`config.mk`:
```
export PLATFORM = sky130hd
export DESIGN_NAME = alu_op_sequencer_flat
export DESIGN_NICKNAME = d
export VERILOG_FILES = /design/src/rtl/alu_op_sequencer_pkg.sv /design/src/rtl/alu_op_sequencer_if.sv /design/src/rtl/seq_op_decode.sv /design/src/rtl/alu_op_sequencer.sv /design/src/flat_wrapper.sv
export SDC_FILE = /design/constraint.sdc
export NUM_CORES = 1
export LEC_CHECK = 0
export CORE_MARGIN = 5
export CORE_UTILIZATION = 53
export DETAILED_ROUTE_END_ITERATION = 6
export PLACE_DENSITY = 0.86
export SYNTH_ARGS = -nofsm -noshare
export SYNTH_HDL_FRONTEND = slang
export SYNTH_SLANG_ARGS = --single-unit
```
`constraint.sdc`:
```
create_clock -name clk -period 6.5 [get_ports clk]
set_input_delay 1.95 -clock clk [delete_from_list [all_inputs] [get_ports clk]]
set_output_delay 1.95 -clock clk [all_outputs]
set_load 0.05 [all_outputs]
```
`src/rtl/alu_op_sequencer_pkg.sv`:
```
// alu_op_sequencer_pkg: opcodes, ALU selects, FSM states and decode record for the ALU op sequencer
package alu_op_sequencer_pkg;
  localparam logic [7:0] OP_LOADI = 8'h00;
  localparam logic [7:0] OP_MOV   = 8'h01;
  localparam logic [7:0] OP_ADD   = 8'h02;
  localparam logic [7:0] OP_SUB   = 8'h03;
  localparam logic [7:0] OP_AND   = 8'h04;
  localparam logic [7:0] OP_OR    = 8'h05;
  localparam logic [7:0] OP_MULT  = 8'h06;
  localparam logic [7:0] OP_SLL   = 8'h07;
  localparam logic [7:0] OP_SRL   = 8'h08;
  localparam logic [7:0] OP_SRA   = 8'h09;
  localparam logic [7:0] OP_ROR   = 8'h0A;
  localparam logic [7:0] OP_BEQ   = 8'h0B;
  localparam logic [2:0] SEL_FWD  = 3'b000;
  localparam logic [2:0] SEL_ADD  = 3'b001;
  localparam logic [2:0] SEL_AND  = 3'b010;
  localparam logic [2:0] SEL_OR   = 3'b011;
  localparam logic [2:0] SEL_MULT = 3'b100;
  localparam logic [2:0] SEL_SL   = 3'b101;
  localparam logic [2:0] SEL_SRA  = 3'b110;
  localparam logic [2:0] SEL_ROR  = 3'b111;
  typedef enum logic [1:0] {S_IDLE, S_EXEC, S_EXEC2, S_DONE} state_t;
  typedef struct packed {
    logic [2:0] alu_select;
    logic       negate_op2;
    logic       two_pass;
    logic       lat_class;
    logic       writes_back;
    logic       is_branch;
    logic       illegal;
  } dec_t;
  function automatic logic [7:0] srl_mask(input logic [7:0] n);
    return n < 8'd8 ? 8'hFF >> n[2:0] : 8'h00;
  endfunction
endpackage

```
`src/rtl/alu_op_sequencer_if.sv`:
```
// alu_op_sequencer_if: request, ALU and write-back/branch signals between decoder, sequencer and ALU
interface alu_op_sequencer_if;
  logic       req_valid;
  logic       req_ready;
  logic [7:0] req_opcode;
  logic [2:0] req_dest;
  logic [7:0] req_data1;
  logic [7:0] req_data2;
  logic [7:0] alu_data1;
  logic [7:0] alu_data2;
  logic [2:0] alu_select;
  logic [7:0] alu_result;
  logic       alu_zero;
  logic       wb_en;
  logic [2:0] wb_addr;
  logic [7:0] wb_data;
  logic       br_valid;
  logic       br_taken;
  logic       illegal;
  logic       busy;
  modport slave (
    input  req_valid, req_opcode, req_dest, req_data1, req_data2, alu_result, alu_zero,
    output req_ready, alu_data1, alu_data2, alu_select, wb_en, wb_addr, wb_data,
           br_valid, br_taken, illegal, busy
  );
  modport master (
    output req_valid, req_opcode, req_dest, req_data1, req_data2, alu_result, alu_zero,
    input  req_ready, alu_data1, alu_data2, alu_select, wb_en, wb_addr, wb_data,
           br_valid, br_taken, illegal, busy
  );
endinterface

```
`src/rtl/seq_op_decode.sv`:
```
// seq_op_decode: maps a sequencer opcode to ALU select and sequencing attributes
module seq_op_decode
  import alu_op_sequencer_pkg::*;
(
  input  logic [7:0] opcode,
  output dec_t       dec
);
  always_comb begin
    dec = '0;
    case (opcode)
      OP_ADD, OP_SUB, OP_BEQ: dec.alu_select = SEL_ADD;
      OP_AND:                 dec.alu_select = SEL_AND;
      OP_OR:                  dec.alu_select = SEL_OR;
      OP_MULT:                dec.alu_select = SEL_MULT;
      OP_SLL:                 dec.alu_select = SEL_SL;
      OP_SRA:                 dec.alu_select = SEL_SRA;
      OP_SRL, OP_ROR:         dec.alu_select = SEL_ROR;
      default:                dec.alu_select = SEL_FWD;
    endcase
    dec.illegal     = opcode > OP_BEQ;
    dec.negate_op2  = opcode == OP_SUB || opcode == OP_BEQ;
    dec.two_pass    = opcode == OP_SRL;
    dec.lat_class   = opcode == OP_MULT;
    dec.is_branch   = opcode == OP_BEQ;
    dec.writes_back = !dec.illegal && !dec.is_branch;
  end
endmodule

```
`src/rtl/alu_op_sequencer.sv`:
```
// alu_op_sequencer: multi-cycle ALU op controller with write-back/branch issue; ALU_SEQ_PERF_EN adds op/stall counters
module alu_op_sequencer
  import alu_op_sequencer_pkg::*;
#(
  parameter int LAT_SIMPLE = 1,
  parameter int LAT_MULT   = 2
) (
  input  logic        clk,
  input  logic        reset,
  alu_op_sequencer_if.slave bus
`ifdef ALU_SEQ_PERF_EN
  ,
  output logic [15:0] op_count,
  output logic [15:0] stall_count
`endif
);
  state_t     state, state_nxt;
  dec_t       dec;
  logic [7:0] cnt;
  logic [7:0] mask_q;
  logic [2:0] dest_q;
  logic       wb_q, br_q, two_pass_q, zero_q;
  logic       accept;
  seq_op_decode u_decode (.opcode(bus.req_opcode), .dec(dec));
  assign accept = bus.req_valid && state == S_IDLE;
  always_ff @(posedge clk) state <= reset ? S_IDLE : state_nxt;
  always_comb begin
    state_nxt = state;
    case (state)
      S_IDLE:  state_nxt = accept && !dec.illegal ? S_EXEC : S_IDLE;
      S_EXEC:  state_nxt = cnt != 0 ? S_EXEC : two_pass_q ? S_EXEC2 : S_DONE;
      S_EXEC2: state_nxt = cnt != 0 ? S_EXEC2 : S_DONE;
      default: state_nxt = S_IDLE;
    endcase
  end
  always_comb begin
    bus.req_ready = state == S_IDLE;
    bus.busy      = state != S_IDLE;
    bus.wb_en     = state == S_DONE && wb_q;
    bus.br_valid  = state == S_DONE && br_q;
    bus.br_taken  = state == S_DONE && br_q && zero_q;
  end
  // SRL pass 1 result is fed straight back as the AND operand for pass 2
  always_ff @(posedge clk) begin
    if (reset) begin
      cnt            <= '0;
      mask_q         <= '0;
      dest_q         <= '0;
      wb_q           <= 1'b0;
      br_q           <= 1'b0;
      two_pass_q     <= 1'b0;
      zero_q         <= 1'b0;
      bus.illegal    <= 1'b0;
      bus.alu_data1  <= '0;
      bus.alu_data2  <= '0;
      bus.alu_select <= '0;
      bus.wb_addr    <= '0;
      bus.wb_data    <= '0;
    end else begin
      bus.illegal <= accept && dec.illegal;
      if (accept && !dec.illegal) begin
        cnt            <= dec.lat_class ? 8'(LAT_MULT - 1) : 8'(LAT_SIMPLE - 1);
        mask_q         <= srl_mask(bus.req_data2);
        dest_q         <= bus.req_dest;
        wb_q           <= dec.writes_back;
        br_q           <= dec.is_branch;
        two_pass_q     <= dec.two_pass;
        bus.alu_data1  <= bus.req_data1;
        bus.alu_data2  <= dec.negate_op2 ? -bus.req_data2 : bus.req_data2;
        bus.alu_select <= dec.alu_select;
      end else if (state == S_EXEC || state == S_EXEC2) begin
        if (cnt != 0) begin
          cnt <= cnt - 8'd1;
        end else if (state == S_EXEC && two_pass_q) begin
          cnt            <= 8'(LAT_SIMPLE - 1);
          bus.alu_data1  <= bus.alu_result;
          bus.alu_data2  <= mask_q;
          bus.alu_select <= SEL_AND;
        end else begin
          zero_q <= bus.alu_zero;
          if (wb_q) begin
            bus.wb_addr <= dest_q;
            bus.wb_data <= bus.alu_result;
          end
        end
      end
    end
  end
`ifdef ALU_SEQ_PERF_EN
  always_ff @(posedge clk) begin
    if (reset) begin
      op_count    <= '0;
      stall_count <= '0;
    end else begin
      if (state == S_DONE && op_count != 16'hFFFF) op_count <= op_count + 16'd1;
      if (bus.req_valid && bus.busy && stall_count != 16'hFFFF) stall_count <= stall_count + 16'd1;
    end
  end
`endif
endmodule
```
`src/flat_wrapper.sv`:
```
// flat-port wrapper written by rule: the top's interface ports become plain ports
module alu_op_sequencer_flat import alu_op_sequencer_pkg::*;
#(
  parameter int LAT_SIMPLE = 1,
  parameter int LAT_MULT   = 2
)
  (clk, reset, bus_req_valid, bus_req_opcode, bus_req_dest, bus_req_data1, bus_req_data2, bus_alu_result, bus_alu_zero, bus_req_ready, bus_alu_data1, bus_alu_data2, bus_alu_select, bus_wb_en, bus_wb_addr, bus_wb_data, bus_br_valid, bus_br_taken, bus_illegal, bus_busy);
  alu_op_sequencer_if bus_i ();
  input  logic clk;
  input  logic reset;
  input wire logic [$bits(bus_i.req_valid)-1:0] bus_req_valid;
  input wire logic [$bits(bus_i.req_opcode)-1:0] bus_req_opcode;
  input wire logic [$bits(bus_i.req_dest)-1:0] bus_req_dest;
  input wire logic [$bits(bus_i.req_data1)-1:0] bus_req_data1;
  input wire logic [$bits(bus_i.req_data2)-1:0] bus_req_data2;
  input wire logic [$bits(bus_i.alu_result)-1:0] bus_alu_result;
  input wire logic [$bits(bus_i.alu_zero)-1:0] bus_alu_zero;
  output wire logic [$bits(bus_i.req_ready)-1:0] bus_req_ready;
  output wire logic [$bits(bus_i.alu_data1)-1:0] bus_alu_data1;
  output wire logic [$bits(bus_i.alu_data2)-1:0] bus_alu_data2;
  output wire logic [$bits(bus_i.alu_select)-1:0] bus_alu_select;
  output wire logic [$bits(bus_i.wb_en)-1:0] bus_wb_en;
  output wire logic [$bits(bus_i.wb_addr)-1:0] bus_wb_addr;
  output wire logic [$bits(bus_i.wb_data)-1:0] bus_wb_data;
  output wire logic [$bits(bus_i.br_valid)-1:0] bus_br_valid;
  output wire logic [$bits(bus_i.br_taken)-1:0] bus_br_taken;
  output wire logic [$bits(bus_i.illegal)-1:0] bus_illegal;
  output wire logic [$bits(bus_i.busy)-1:0] bus_busy;
  assign bus_i.req_valid = bus_req_valid;
  assign bus_i.req_opcode = bus_req_opcode;
  assign bus_i.req_dest = bus_req_dest;
  assign bus_i.req_data1 = bus_req_data1;
  assign bus_i.req_data2 = bus_req_data2;
  assign bus_i.alu_result = bus_alu_result;
  assign bus_i.alu_zero = bus_alu_zero;
  assign bus_req_ready = bus_i.req_ready;
  assign bus_alu_data1 = bus_i.alu_data1;
  assign bus_alu_data2 = bus_i.alu_data2;
  assign bus_alu_select = bus_i.alu_select;
  assign bus_wb_en = bus_i.wb_en;
  assign bus_wb_addr = bus_i.wb_addr;
  assign bus_wb_data = bus_i.wb_data;
  assign bus_br_valid = bus_i.br_valid;
  assign bus_br_taken = bus_i.br_taken;
  assign bus_illegal = bus_i.illegal;
  assign bus_busy = bus_i.busy;
  alu_op_sequencer #(.LAT_SIMPLE(LAT_SIMPLE), .LAT_MULT(LAT_MULT)) u_core (.clk(clk), .reset(reset), .bus(bus_i));
endmodule
```
=== Word level (Yosys, flattened, before mapping) ===
Memories as Yosys holds them, arrays and structs flattened.
Cells that the tools add are included.

* Register bits after elaboration: 56
* Bits in read-only memories: 48
* Input bits: 39
* Output and inout port bits: 36
* Logic and storage cells: 79
* Memories: 1

{| class="wikitable"
|+ Memory list
! name !! depth !! bits a word !! read ports !! clocked after memory_dff !! write ports !! RTL line !! source
|-
| (name not given) || 16 || 3 || 1 || 0 || 0 || seq_op_decode.sv:10 || <nowiki>case (opcode)</nowiki>
|}

* $add $sub $neg: 2
* $lt $le $gt $ge: 2
* Equality and inequality tests: 8
* Shift-type cells: 1
* Muxes and demuxes: 25
* Bitwise gates (word level): 3
* Reductions and logical operators: 23

{| class="wikitable"
|+ Operator list
! kind !! count
|-
| $mux 8 || 14
|-
| $eq 8x4->1 const B || 2
|-
| $mux 3 || 5
|-
| $eq 8x2->1 const B || 1
|-
| $eq 8x3->1 const B || 1
|-
| $gt 8x4->1 const B || 1
|-
| $logic_and 1x1->1 || 8
|-
| $lt 8x4->1 const B || 1
|-
| $neg 8->8 || 1
|-
| $reduce_bool 8->1 || 1
|-
| $shr 8x3->8 const A || 1
|-
| $sub 8x1->8 const B || 1
|-
| $pmux 2 s3 || 1
|-
| $reduce_bool 2->1 || 3
|-
| $reduce_and 5->1 || 1
|-
| $eq 2x2->1 const B || 2
|-
| $logic_not 4->1 || 1
|-
| $mux 1 || 4
|-
| $reduce_and 4->1 || 1
|-
| $not 1->1 || 3
|-
| $reduce_and 3->1 || 1
|-
| $reduce_bool 3->1 || 1
|-
| $eq 2x1->1 const B || 1
|-
| $logic_not 1->1 || 2
|-
| 5 further kinds || 6
|}

=== Logic depth before layout (Yosys ltp) ===
Gate-level depths: netlist of the first run.

* Depth in word-level cells: 6
* Depth in mapped cells: 9
* Gate-level depth less buffers: 6

=== Hierarchy ===
Synthesis of the first run repeated with hierarchy kept, for this count alone.

* Cell total of the unflattened synthesis: 336
* Area total of the unflattened synthesis: 2842.7 sq um

{| class="wikitable"
|+ By module, submodules not included
! module !! times used !! cells each !! area an instance (sq um) !! seq. area each (sq um)
|-
| alu_op_sequencer || 1 || 316 || 2685.1 || 1121.1
|-
| seq_op_decode || 1 || 20 || 157.7 || 0.0
|}

=== Least setup slack after synthesis of the first run ===
OpenSTA, ideal clock, no wires.

* Kind: input port to flip-flop
* Start: input bus_req_opcode[7]
* End: register u_core.bus.wb_addr[0]
* Setup time: 0.132 ns
* Arrival: 3.390 ns
* Required time: 6.368 ns
* Setup slack: 2.978 ns
* Cell stages on the path: 6
* Path buffers: 2
* Cells stage by stage: or4_1 -> buf_2 -> o32a_1 -> clkbuf_1 -> nand4_1 -> a21oi_1

* Longest elaborated chain between the ends: 5

{| class="wikitable"
|+ Ends and longest elaborated chain
! element !! RTL line !! source
|-
| start, declared || flat_wrapper.sv:12 || <nowiki>input wire logic [$bits(bus_i.req_opcode)-1:0] bus_req_opcode;</nowiki>
|-
| $gt 8x4->1 || seq_op_decode.sv:20 || <nowiki>dec.illegal = opcode > OP_BEQ;</nowiki>
|-
| $logic_not 1->1 || alu_op_sequencer.sv:61 || <nowiki>if (accept && !dec.illegal) begin</nowiki>
|-
| $logic_and 1x1->1 || alu_op_sequencer.sv:61 ||
|-
| $not 1->1 (no source line) || n/a ||
|-
| $reduce_and 5->1 (no source line) || n/a ||
|-
| end signal, assigned || alu_op_sequencer.sv:82 || <nowiki>bus.wb_addr <= dest_q;</nowiki>
|-
| end, declared || alu_op_sequencer_if.sv:23 || <nowiki>output req_ready, alu_data1, alu_data2, alu_select, wb_en, wb_addr, wb_data,</nowiki>
|}

Every way passes these cells.
A chain may end at the register's enable or synchronous reset.

=== Worst setup path after layout of the first run ===
* Start: input bus_req_opcode[7]
* End: register u_core.cnt[0]

* Longest elaborated chain between the ends: 5
* Elaborated cells between the ends (all ways): 9
* Classes of those cells: order compare (1); eq/ne (1); mux (2); reduce/logical (5)

{| class="wikitable"
|+ Ends and longest elaborated chain
! element !! RTL line !! source
|-
| $gt 8x4->1 || seq_op_decode.sv:20 ||
|-
| $logic_not 1->1 || alu_op_sequencer.sv:61 ||
|-
| $logic_and 1x1->1 || alu_op_sequencer.sv:61 ||
|-
| $reduce_bool 3->1 (no source line) or $reduce_bool 2->1 (tied branches) || n/a ||
|-
| $reduce_and 2->1 (no source line) || n/a ||
|-
| end signal, assigned || alu_op_sequencer.sv:62 || <nowiki>cnt <= dec.lat_class ? 8'(LAT_MULT - 1) : 8'(LAT_SIMPLE - 1);</nowiki>
|-
| end signal, assigned || alu_op_sequencer.sv:73 || <nowiki>cnt <= cnt - 8'd1;</nowiki>
|-
| end signal, assigned || alu_op_sequencer.sv:75 || <nowiki>cnt <= 8'(LAT_SIMPLE - 1);</nowiki>
|-
| end, declared || alu_op_sequencer.sv:19 || <nowiki>logic [7:0] cnt;</nowiki>
|}

Several ways; a longest one is shown, not always the timed one.

==> metrics.csv, run 1 <==
stage,metric,value,unit
cts,htreeDepth,2,
die,std_cell_rows,27,
yosys,avgSynthCellArea,8.26,µm²
yosys,yosysWarnings,0,
cts,ctsLongestPathBuffers,2,
yosys,synth_top_area_frac,0.385,
timing,finalSetupTns,0,ps
placement,gp_congestion,0.938,
routing,num_vias,2939,
critical_path,critPathLaunchType,input pin,
pwr,p_sw,0.000230,W
yosys,synth_edf_count,0,
cts,cts.root.buffer_cell,clkbuf_8,
pwr,power_density,195,nW/µm²
timing,worst_pin_slew,1070,ps
die,die-area,7080,µm²
routing,viasPerCell,6.10,
critical_path,path_depth,5,
yosys,yosysSeqAreaShare,0.385,
critical_path,critPathMaxFanout,28,
routing,wl_per_cell,16.2,µm
final_layout,diodes,0,
global_routing,grt_max_degree,58,
yosys,synth-adder-area-share,0.0472,
timing,fin_crit,4280,ps
min_path,hold_class,reg -> reg,
pwr,irDropWorstVdd,0.131,mV
pwr,power_leakage,1.21,nW
critical_path,required,6700,ps
pwr,power.share.clock,0.260,
flow_run,cap_violations,0,
final_layout,final_cell_mix,"clkdlybuf4s50_1 (73), dfxtp_1 (56), nand2_1 (45)",
final_layout,fin_util,0.682,
routing,dr.first_iter.drc_count,194,
final_layout,area_growth,27.2,%
timing,timing.fmax,0.234,GHz
yosys,synth_compound_area_frac,0.240,
global_routing,grt.overflow.total,0,
critical_path,cp_slowest_cell,nor3_4,
timing,slew_violations,0,
yosys,synth_area_leaders,"dfxtp_1 (38%), nand2_1 (5.8%), a21oi_1 (5.5%), ha_1 (4.7%), a211oi_1 (3.6%)",
timing,rsz0062_at_grt,false,
cts,ctsResizeCount,0,
yosys,ys_async_sr_fraction,0,
die,die_height,84.2,µm
yosys,syn_area,2920,µm²
routing,wirelength,7.83,mm
critical_path,path_delay_family,simple AND/OR/NAND/NOR gates,
critical_path,crit_type,in -> reg,
die,core,5440,µm²
critical_path,path_buf_inv,1,
timing,finalSetupViolCount,0,
die,die-width,84.2,µm
critical_path,r2r-start,u_core.state[1],
yosys,yosys.area_share.simple,0.255,
timing,skew,14.1,ps
critical_path,cpPeakStageDelay,960,ps
cts,clk_pin_slew_worst_paths,100,ps
cts,cts_sinks,56,
placement,dp_hpwl,5.57,mm
global_routing,grt_pass1_vias,2696,
critical_path,crit_start,bus_req_opcode[7],
cts,post_cts_buffers,0,
routing,antenna_left,0,
critical_path,arrival,4470,ps
yosys,synth_top_family_by_area,simple AND/OR/NAND/NOR gates,
die,ios,75,
timing,slew_headroom,0.284,
critical_path,reg2reg_slack,4060,ps
yosys,synth_nets,403,
critical_path,path_cells,clkdlybuf4s50_1 > or4_1 > nor3_4 > nor3_1 > o31a_1,
cts,insertion_delay,310,ps
pwr,power_frac_seq,0.496,
final_layout,layout_commonest_cell,clkdlybuf4s50_1,
final_layout,drive_gt1_frac,0.0439,
yosys,synth.distinct_cells,47,
final_layout,nets,459,
routing,drc,0,
pwr,cell_internal_pwr,0.000494,W
timing,finalCritPeriodShare,0.658,
yosys,ys_ff_latch,56,
global_routing,track_usage,0.221,
critical_path,r2r_cells,6,
pwr,combPwrFrac,0.244,
global_routing,antenna_found_initial,0,
die,start_util,0.536,
yosys,synth_top_area_cell,dfxtp_1,
yosys,syn_inst,353,
routing,dr.pass1.iters,5,
global_routing,grt_pass1_wl,13.1,mm
cts,cts_buffers,5,
critical_path,endpoint_kind,flop,
yosys,synthFlopType,dfxtp_1,
critical_path,crit_end,u_core.cnt[0],
critical_path,r2r-end,u_core.bus.alu_data1[2],
cts,cts_tree,built,
placement,io_buffer_count,74,
yosys,synthXorXnorAreaFrac,0.0120,
run_status,status,finished clean,
timing,finalHoldViolations,0,
pwr,swShare,0.318,
cts,cts_hold_buf,0,
yosys,synth_mux_area_frac,0,
[synth_stat cells (6+ instances only)]
library cell  number
ha_1              11
nor3_1            11
nand4_1           15
inv_1             12
nand3_1           14
nor2_1            14
o21ai_0           15
a211oi_1          14
dfxtp_1           56
clkbuf_1          16
a311oi_1          12
o211ai_1           7
and2_1             6
nand2_1           45
buf_2              6
a21oi_1           32
[worst min path at each step]
stage / startpoint / endpoint / slack [ps] / cells after the start
floorplan: u_core.mask_q[3] / u_core.mask_q[3] / 430 / 2
global placement: u_core.mask_q[1] / u_core.mask_q[1] / 440 / 2
detailed placement: u_core.mask_q[5] / u_core.mask_q[5] / 450 / 2
CTS: u_core.mask_q[5] / u_core.mask_q[5] / 460 / 2
global route: u_core.mask_q[7] / u_core.mask_q[7] / 490 / 2
finish: u_core.mask_q[5] / u_core.mask_q[5] / 460 / 2
[kinds of logic (layout without fill, tap and decap cells)]
family | Yosys count | after routing
compound gates | 103 | 103
xor+xnor | 4 | 4
fa+ha+maj | 11 | 11
buf+inv | 39 | 96
flops | 56 | 56
simple gates | 140 | 140
[state kept, by name, summed over array words and instances (netlist names)]
| signal | flops |
|---|---|
| u_core.bus.alu_data1 | 8 |
| u_core.bus.alu_data2 | 8 |
| u_core.bus.wb_data | 8 |
| u_core.cnt | 8 |
| u_core.mask_q | 8 |
| u_core.bus.alu_select | 3 |
| u_core.bus.wb_addr | 3 |
| u_core.dest_q | 3 |
| u_core.state | 2 |
| u_core.br_q | 1 |
| u_core.bus.illegal | 1 |
| u_core.two_pass_q | 1 |
| u_core.wb_q | 1 |
| u_core.zero_q | 1 |
[layer usage]
layer	vias to the layer above	part of all wire	global-route usage	wire length [µm]
li1	1420	-	-	-
met5	-	0	0	0
met2	118	0.49	0.358	3840
met3	8	0.067	0.0383	522
met1	1393	0.43	0.303	3400
met4	0	0.0084	0.0614	66
[stage by stage]
step / worst slack (ps) / instance area [µm²] / power, W / hold WS, ps / instances
final: 2220 / 3710 / 0.000723 / 459 / 482
after global routing: 1940 / 3710 / 0.000758 / 492 / 482
after CTS: 2250 / 3710 / 0.000726 / 458 / 482
after detailed placement: 1930 / 3620 / 0.000541 / 446 / 474
after global placement: 1950 / 3620 / 0.000538 / 441 / 474
after floorplan: 2980 / 2920 / 0.000477 / 432 / 353
[power groups by stage]
stage / clock [W] / sequential, W / combinational (W)
floorplan: 0 / 0.000375 / 0.000102
global placement: 0 / 0.000366 / 0.000172
detailed placement: 0 / 0.000366 / 0.000175
CTS: 0.000192 / 0.000358 / 0.000176
global route: 0.000209 / 0.000360 / 0.000189
finish: 0.000188 / 0.000358 / 0.000177
[layout make-up]
cell class | count | area, µm²
Clock inverter | 2 | 13.8
Sequential cell | 56 | 1120
Fill cell | 460 | 1730
Clock buffer | 6 | 72.6
Tap cell | 72 | 90.1
Timing Repair Buffer | 76 | 751
Multi-Input combinational cell | 258 | 1610
Inverter | 12 | 45.0
[tightest hold or removal path: stages, from the launching register on]
cell and delay [ps]:
dfxtp_1 320, nand2_1 50, a21oi_1 50
Power figures use the tool's default switching activity.
==> run 2, diff against run 1 <==
--- a/config.mk
+++ b/config.mk
@@ -6,9 +6,9 @@
 export NUM_CORES = 1
 export LEC_CHECK = 0
 export CORE_MARGIN = 5
-export CORE_UTILIZATION = 53
+export CORE_UTILIZATION = 44
 export DETAILED_ROUTE_END_ITERATION = 6
-export PLACE_DENSITY = 0.86
+export PLACE_DENSITY = 0.76
 export SYNTH_ARGS = -nofsm -noshare
 export SYNTH_HDL_FRONTEND = slang
 export SYNTH_SLANG_ARGS = --single-unit
==> constraint.sdc (replaced) <==
create_clock -name clk -period 3.7 [get_ports clk]
set_input_delay 1.11 -clock clk [delete_from_list [all_inputs] [get_ports clk]]
set_output_delay 1.11 -clock clk [all_outputs]
set_load 0.05 [all_outputs]
==> run 2 against run 1 <==
Compared with the run above:
- worst hold slack improved by 1.7 ps
- critical endpoint is now bus_busy
- count of clock-buffer cells in the layout fell by 1
- critical path depth fell by 1
- flip-flop and latch count did not move
- highest routed layer unchanged
- sequential share of layout area fell by 0.44 points
- total power rose by 78%
- die area rose by 18%
- cell count rose by 2.3%
- global-route usage fell by 3.4 points
- wire length rose by 3.2%
- clock skew fell by 2.2 ps
- register-to-register slack got worse by 2700 ps
==> metrics.csv, run 2 (synthesized netlist as in run 1, its figures left out) <==
stage,metric,value,unit,change
final_layout,nFillCells,588,,was 460
timing,finalHoldViolations,0,,unchanged
critical_path,required,2590,ps,was 6700 ps
cts,ctsLongestPathBuffers,2,,unchanged
cts,cts_tree,built,,unchanged
routing,wirelength,8.08,mm,was 7.83 mm
cts,ctsResizeCount,0,,unchanged
timing,timing.fmax,0.330,GHz,
min_path,min_delay_path_depth,2,,unchanged
cts,post_cts_buffers,0,,unchanged
die,die-area,8350,µm²,was 7080 µm²
global_routing,grt.overflow.total,0,,unchanged
final_layout,stdcell_area,3760,µm²,was 3710 µm²
final_layout,drive_gt1_frac,0.0601,,was 0.0439
pwr,power_density,343,nW/µm²,was 195 nW/µm²
cts,cts.root.buffer_cell,clkbuf_8,,unchanged
critical_path,critPathLaunchType,flop,,was input pin
die,ios,75,,unchanged
cts,insertion_delay,320,ps,was 310 ps
critical_path,path_cells,inv_1 > ha_1 > inv_1 > clkdlybuf4s50_1,,was clkdlybuf4s50_1 > or4_1 > nor3_4 > nor3_1 > o31a_1
die,die_height,91.4,µm,was 84.2 µm
die,std_cell_rows,29,,was 27
routing,dr.first_iter.drc_count,188,,was 194
critical_path,critPathMaxFanout,4,,was 28
timing,fin_crit,3030,ps,
timing,slew_violations,0,,unchanged
die,core,6390,µm²,was 5440 µm²
critical_path,path_common_cell,inv_1,,
timing,finalSetupViolCount,0,,unchanged
routing,antenna_left,0,,unchanged
critical_path,crit_type,reg -> out,,was in -> reg
global_routing,grt_max_degree,43,,was 58
routing,dr.pass1.iters,4,,was 5
final_layout,diodes,0,,unchanged
routing,viasPerCell,5.99,,was 6.10
min_path,hold_class,reg -> reg,,unchanged
global_routing,grt_pass1_wl,13.2,mm,was 13.1 mm
critical_path,endpoint_kind,output pin,,was flop
placement,gp_congestion,0.886,,was 0.938
timing,slew_headroom,0.472,,was 0.284
critical_path,cpPeakStageDelay,800,ps,was 960 ps
final_layout,nets,465,,was 459
cts,htreeDepth,2,,unchanged
cts,cts_hold_buf,0,,unchanged
final_layout,finalNonFillerCells,493,,was 482
global_routing,grt_pass1_vias,2781,,"was 2,696"
placement,io_buffer_count,74,,unchanged
final_layout,final_cell_mix,"clkdlybuf4s50_1 (73), dfxtp_1 (56), nand2_1 (45)",,unchanged
final_layout,area_growth,29.1,%,was 27.2%
placement,dp_hpwl,5.79,mm,was 5.57 mm
timing,finalCritPeriodShare,0.818,,
timing,worst_pin_slew,791,ps,was 1070 ps
run_status,status,finished clean,,unchanged
critical_path,arrival,1920,ps,was 4470 ps
pwr,irDropWorstVdd,0.175,mV,was 0.131 mV
timing,skew,11.9,ps,was 14.1 ps
placement,dp.cells,485,,was 474
cts,cts_sinks,56,,unchanged
critical_path,cp_slowest_cell,clkdlybuf4s50_1,,was nor3_4
critical_path,r2r_cells,6,,unchanged
routing,wl_per_cell,16.4,µm,was 16.2 µm
die,start_util,0.457,,was 0.536
routing,drc,0,,unchanged
final_layout,layout_commonest_cell,clkdlybuf4s50_1,,unchanged
timing,finalSetupTns,0,ps,unchanged
global_routing,track_usage,0.187,,was 0.221
die,die-width,91.4,µm,was 84.2 µm
placement,placed_area,3670,µm²,was 3620 µm²
pwr,power_leakage,1.24,nW,was 1.21 nW
timing,rsz0062_at_grt,false,,unchanged
flow_run,cap_violations,0,,unchanged
global_routing,antenna_found_initial,0,,unchanged
routing,num_vias,2951,,"was 2,939"
cts,cts_buffers,5,,unchanged
cts,clk_pin_slew_worst_paths,100,ps,about the same
==> run 2: cell types whose count changed in the layout (fill, tap and decap cells not counted) <==
cell        delta
clkbuf_1       -1
clkinvlp_4     +1
buf_4          +6
==> run 2: path summary, 6_finish.rpt <==
check / slack [ps] / to / startpoint
setup / recovery: 670 / bus_busy / u_core.state[0]
hold / removal: 460 / u_core.mask_q[3] / u_core.mask_q[3]
setup reg to reg: 1310 / u_core.bus.alu_data2[4] / u_core.state[1]
hold reg to reg: 460 / u_core.mask_q[3] / u_core.mask_q[3]
==> run 2: metrics by stage <==
step	util	setup slack [ps]	hold WS (ps)	total power [W]
global placement	0.575	412	441	0.000950
detailed placement	0.575	371	446	0.000953
finish	0.589	673	460	0.00129
global route	0.589	565	486	0.00134
floorplan	-	1020	432	0.000838
CTS	0.589	665	461	0.00129
==> run 2: area by class of cell <==
| type | instances | area [µm²] | area share |
|---|---|---|---|
| Timing Repair Buffer | 82 | 796 | 0.212 |
| Tap cell | 77 | 96.3 | 0.0256 |
| Sequential cell | 56 | 1120 | 0.298 |
| Clock buffer | 5 | 68.8 | 0.0183 |
| Inverter | 12 | 45.0 | 0.0120 |
| Clock inverter | 3 | 21.3 | 0.00565 |
| Multi-Input combinational cell | 258 | 1610 | 0.429 |
==> run 2: power breakdown <==
part	switching (W)	internal, W	total, W	leakage, nW
logic	0.000198	0.000117	0.000314	0.748
clock network	0.000213	0.000135	0.000348	0.0445
registers	0.0000118	0.000617	0.000629	0.452
==> run 2: worst max-delay path: cells and delay by family (launching register included) <==
kind / cells / cell delay (ps)
adder cells (fa/ha/maj): 1 / 240
buffers and inverters: 3 / 960
flip-flops: 1 / 410
==> run 2: metal layers <==
metal / vias to the layer above / GRT usage / wire length [µm] / part of all wire
li1: 1429 / - / - / -
met1: 1407 / 0.256 / 3590 / 0.44
met2: 109 / 0.300 / 3840 / 0.47
met3: 6 / 0.0438 / 608 / 0.075
met4: 0 / 0.0416 / 48 / 0.0059
met5: - / 0 / 0 / 0
==> run 3, diff against run 2 <==
--- a/config.mk
+++ b/config.mk
@@ -6,9 +6,9 @@
 export NUM_CORES = 1
 export LEC_CHECK = 0
 export CORE_MARGIN = 5
-export CORE_UTILIZATION = 44
+export CORE_UTILIZATION = 49
 export DETAILED_ROUTE_END_ITERATION = 6
-export PLACE_DENSITY = 0.76
+export PLACE_DENSITY = 0.8
 export SYNTH_ARGS = -nofsm -noshare
 export SYNTH_HDL_FRONTEND = slang
 export SYNTH_SLANG_ARGS = --single-unit
==> constraint.sdc (replaced) <==
create_clock -name clk -period 2.95 [get_ports clk]
set_input_delay 0.885 -clock clk [delete_from_list [all_inputs] [get_ports clk]]
set_output_delay 0.885 -clock clk [all_outputs]
set_load 0.05 [all_outputs]
==> run 3 against run 2 <==
Compared with the run above:
- register-to-register slack got worse by 660 ps
- flip-flop and latch count unchanged
- core utilization up 5.9 points
- count of clock-buffer cells in the layout stayed put
- non-clock buffer count grew 4
- via count is 0.64% lower
- first-iteration DRC count up 13%
- worst hold slack is essentially flat
- combinational power grew 25%
- highest routed layer unchanged
- wire length up 0.90%
- sequential share of layout area down 0.25 points
==> metrics.csv, run 3 (synthesized netlist as in run 1, its figures left out) <==
stage,metric,value,unit,change
cts,ctsLongestPathBuffers,2,,unchanged
final_layout,layout_commonest_cell,clkdlybuf4s50_1,,unchanged
timing,rsz0062_at_grt,false,,unchanged
min_path,holdCritStartpoint,u_core.mask_q[3],,unchanged
flow_run,cap_violations,0,,unchanged
timing,fin_crit,2790,ps,
critical_path,crit_type,reg -> out,,unchanged
timing,finalSetupViolCount,0,,unchanged
placement,io_buffer_count,74,,unchanged
timing,finalSetupTns,0,ps,unchanged
pwr,power_density,423,nW/µm²,was 343 nW/µm²
routing,dr.first_iter.drc_count,212,,was 188
timing,slew_headroom,0.493,,was 0.472
global_routing,grt_pass1_vias,2753,,"was 2,781"
global_routing,grt.overflow.total,0,,unchanged
critical_path,required,2070,ps,was 2590 ps
cts,post_cts_buffers,0,,unchanged
placement,gp_congestion,0.869,,was 0.886
die,std_cell_rows,28,,was 29
cts,ctsResizeCount,0,,unchanged
die,core,5850,µm²,was 6390 µm²
critical_path,endpoint_kind,output pin,,unchanged
timing,slew_violations,0,,unchanged
routing,antenna_left,0,,unchanged
routing,wirelength,8.16,mm,was 8.08 mm
routing,dr.pass1.iters,5,,was 4
timing,timing.fmax,0.358,GHz,
final_layout,area_growth,30.1,%,was 29.1%
final_layout,diodes,0,,unchanged
die,die_height,87.1,µm,was 91.4 µm
critical_path,r2r-start,u_core.state[1],,unchanged
pwr,combPwrFrac,0.246,,was 0.244
cts,cts_sinks,56,,unchanged
pwr,irDropWorstVdd,0.285,mV,was 0.175 mV
global_routing,track_usage,0.220,,was 0.187
routing,drc,0,,unchanged
die,start_util,0.498,,was 0.457
final_layout,finalNonFillerCells,494,,was 493
pwr,p_sw,0.000519,W,was 0.000422 W
cts,cts_buffers,5,,unchanged
min_path,hold_class,reg -> reg,,unchanged
final_layout,final_cell_mix,"clkdlybuf4s50_1 (73), dfxtp_1 (56), nand2_1 (45)",,unchanged
routing,viasPerCell,5.94,,was 5.99
placement,dp.cells,487,,was 485
placement,dp_hpwl,5.82,mm,was 5.79 mm
pwr,cell_internal_pwr,0.00108,W,was 0.000868 W
final_layout,drive_gt1_frac,0.0668,,was 0.0601
global_routing,grt_pass1_wl,13.4,mm,was 13.2 mm
global_routing,antenna_found_initial,0,,unchanged
timing,skew,8.15,ps,was 11.9 ps
critical_path,arrival,1910,ps,was 1920 ps
cts,cts_tree,built,,unchanged
die,ios,75,,unchanged
pwr,power_leakage,1.26,nW,was 1.24 nW
die,die-width,87.1,µm,was 91.4 µm
pwr,power.share.clock,0.262,,was 0.269
timing,finalHoldViolations,0,,unchanged
global_routing,grt_max_degree,26,,was 43
pwr,power_frac_seq,0.492,,was 0.487
pwr,swShare,0.324,,was 0.327
cts,htreeDepth,2,,unchanged
cts,clk_pin_slew_worst_paths,100,ps,about the same
critical_path,crit_start,u_core.state[0],,unchanged
cts,insertion_delay,320,ps,about the same
routing,wl_per_cell,16.5,µm,was 16.4 µm
run_status,status,finished clean,,unchanged
critical_path,critPathLaunchType,flop,,unchanged
routing,num_vias,2932,,"was 2,951"
critical_path,critPathMaxFanout,4,,unchanged
cts,cts_hold_buf,0,,unchanged
timing,finalCritPeriodShare,0.946,,
cts,cts.root.buffer_cell,clkbuf_8,,unchanged
final_layout,nets,469,,was 465
timing,worst_pin_slew,753,ps,was 791 ps
die,die-area,7590,µm²,was 8350 µm²
==> run 3: path summary, 6_finish.rpt <==
check / slack, ps / cells after the start / endpoint
min reg2reg: 460 / 2 / u_core.mask_q[3]
max: 160 / 4 / bus_busy
max reg2reg: 650 / 6 / u_core.bus.alu_data1[0]
min: 460 / 2 / u_core.mask_q[3]
==> run 3: through the flow <==
step / utilization / power [W] / hold slack (ps) / setup slack (ps) / instance area [µm²]
after global placement: 0.635 / 0.00119 / 441 / 48.0 / 3710
after global routing: 0.648 / 0.00168 / 481 / 35.6 / 3790
after CTS: 0.648 / 0.00161 / 461 / 142 / 3790
final: 0.648 / 0.00160 / 460 / 159 / 3790
after floorplan: - / 0.00105 / 432 / 493 / 2920
after detailed placement: 0.635 / 0.00119 / 447 / 21.0 / 3710
==> run 3: metal layers <==
metal  routed length, µm  vias up  global-route usage
li1                    -     1435                   -
met1                3510     1377               0.290
met2                4100      107               0.369
met3                 403       13              0.0341
met4                 146        0              0.0711
met5                   0        -                   0
==> run 3: cell type report <==
class / instances / area, µm²
fillers: 503 / 2060
multi-input cells: 258 / 1610
flip-flops and latches: 56 / 1120
repair buffers: 86 / 838
well taps: 75 / 93.8
clock buffers: 5 / 68.8
inverters: 12 / 45.0
clock inverters: 2 / 12.5
==> run 3: power by group through the flow <==
| stage | Sequential (W) | Combinational [W] | Clock, W |
|---|---|---|---|
| after global placement | 0.000805 | 0.000387 | 0 |
| after floorplan | 0.000827 | 0.000224 | 0 |
| after CTS | 0.000788 | 0.000392 | 0.000428 |
| after detailed placement | 0.000805 | 0.000389 | 0 |
| final | 0.000788 | 0.000394 | 0.000420 |
| after global routing | 0.000792 | 0.000428 | 0.000458 |
==> run 3: critical path: stages (launching register included) <==
cell and delay [ps]:
dfxtp_1 400, inv_1 100, ha_1 240, inv_1 60, clkdlybuf4s50_1 790
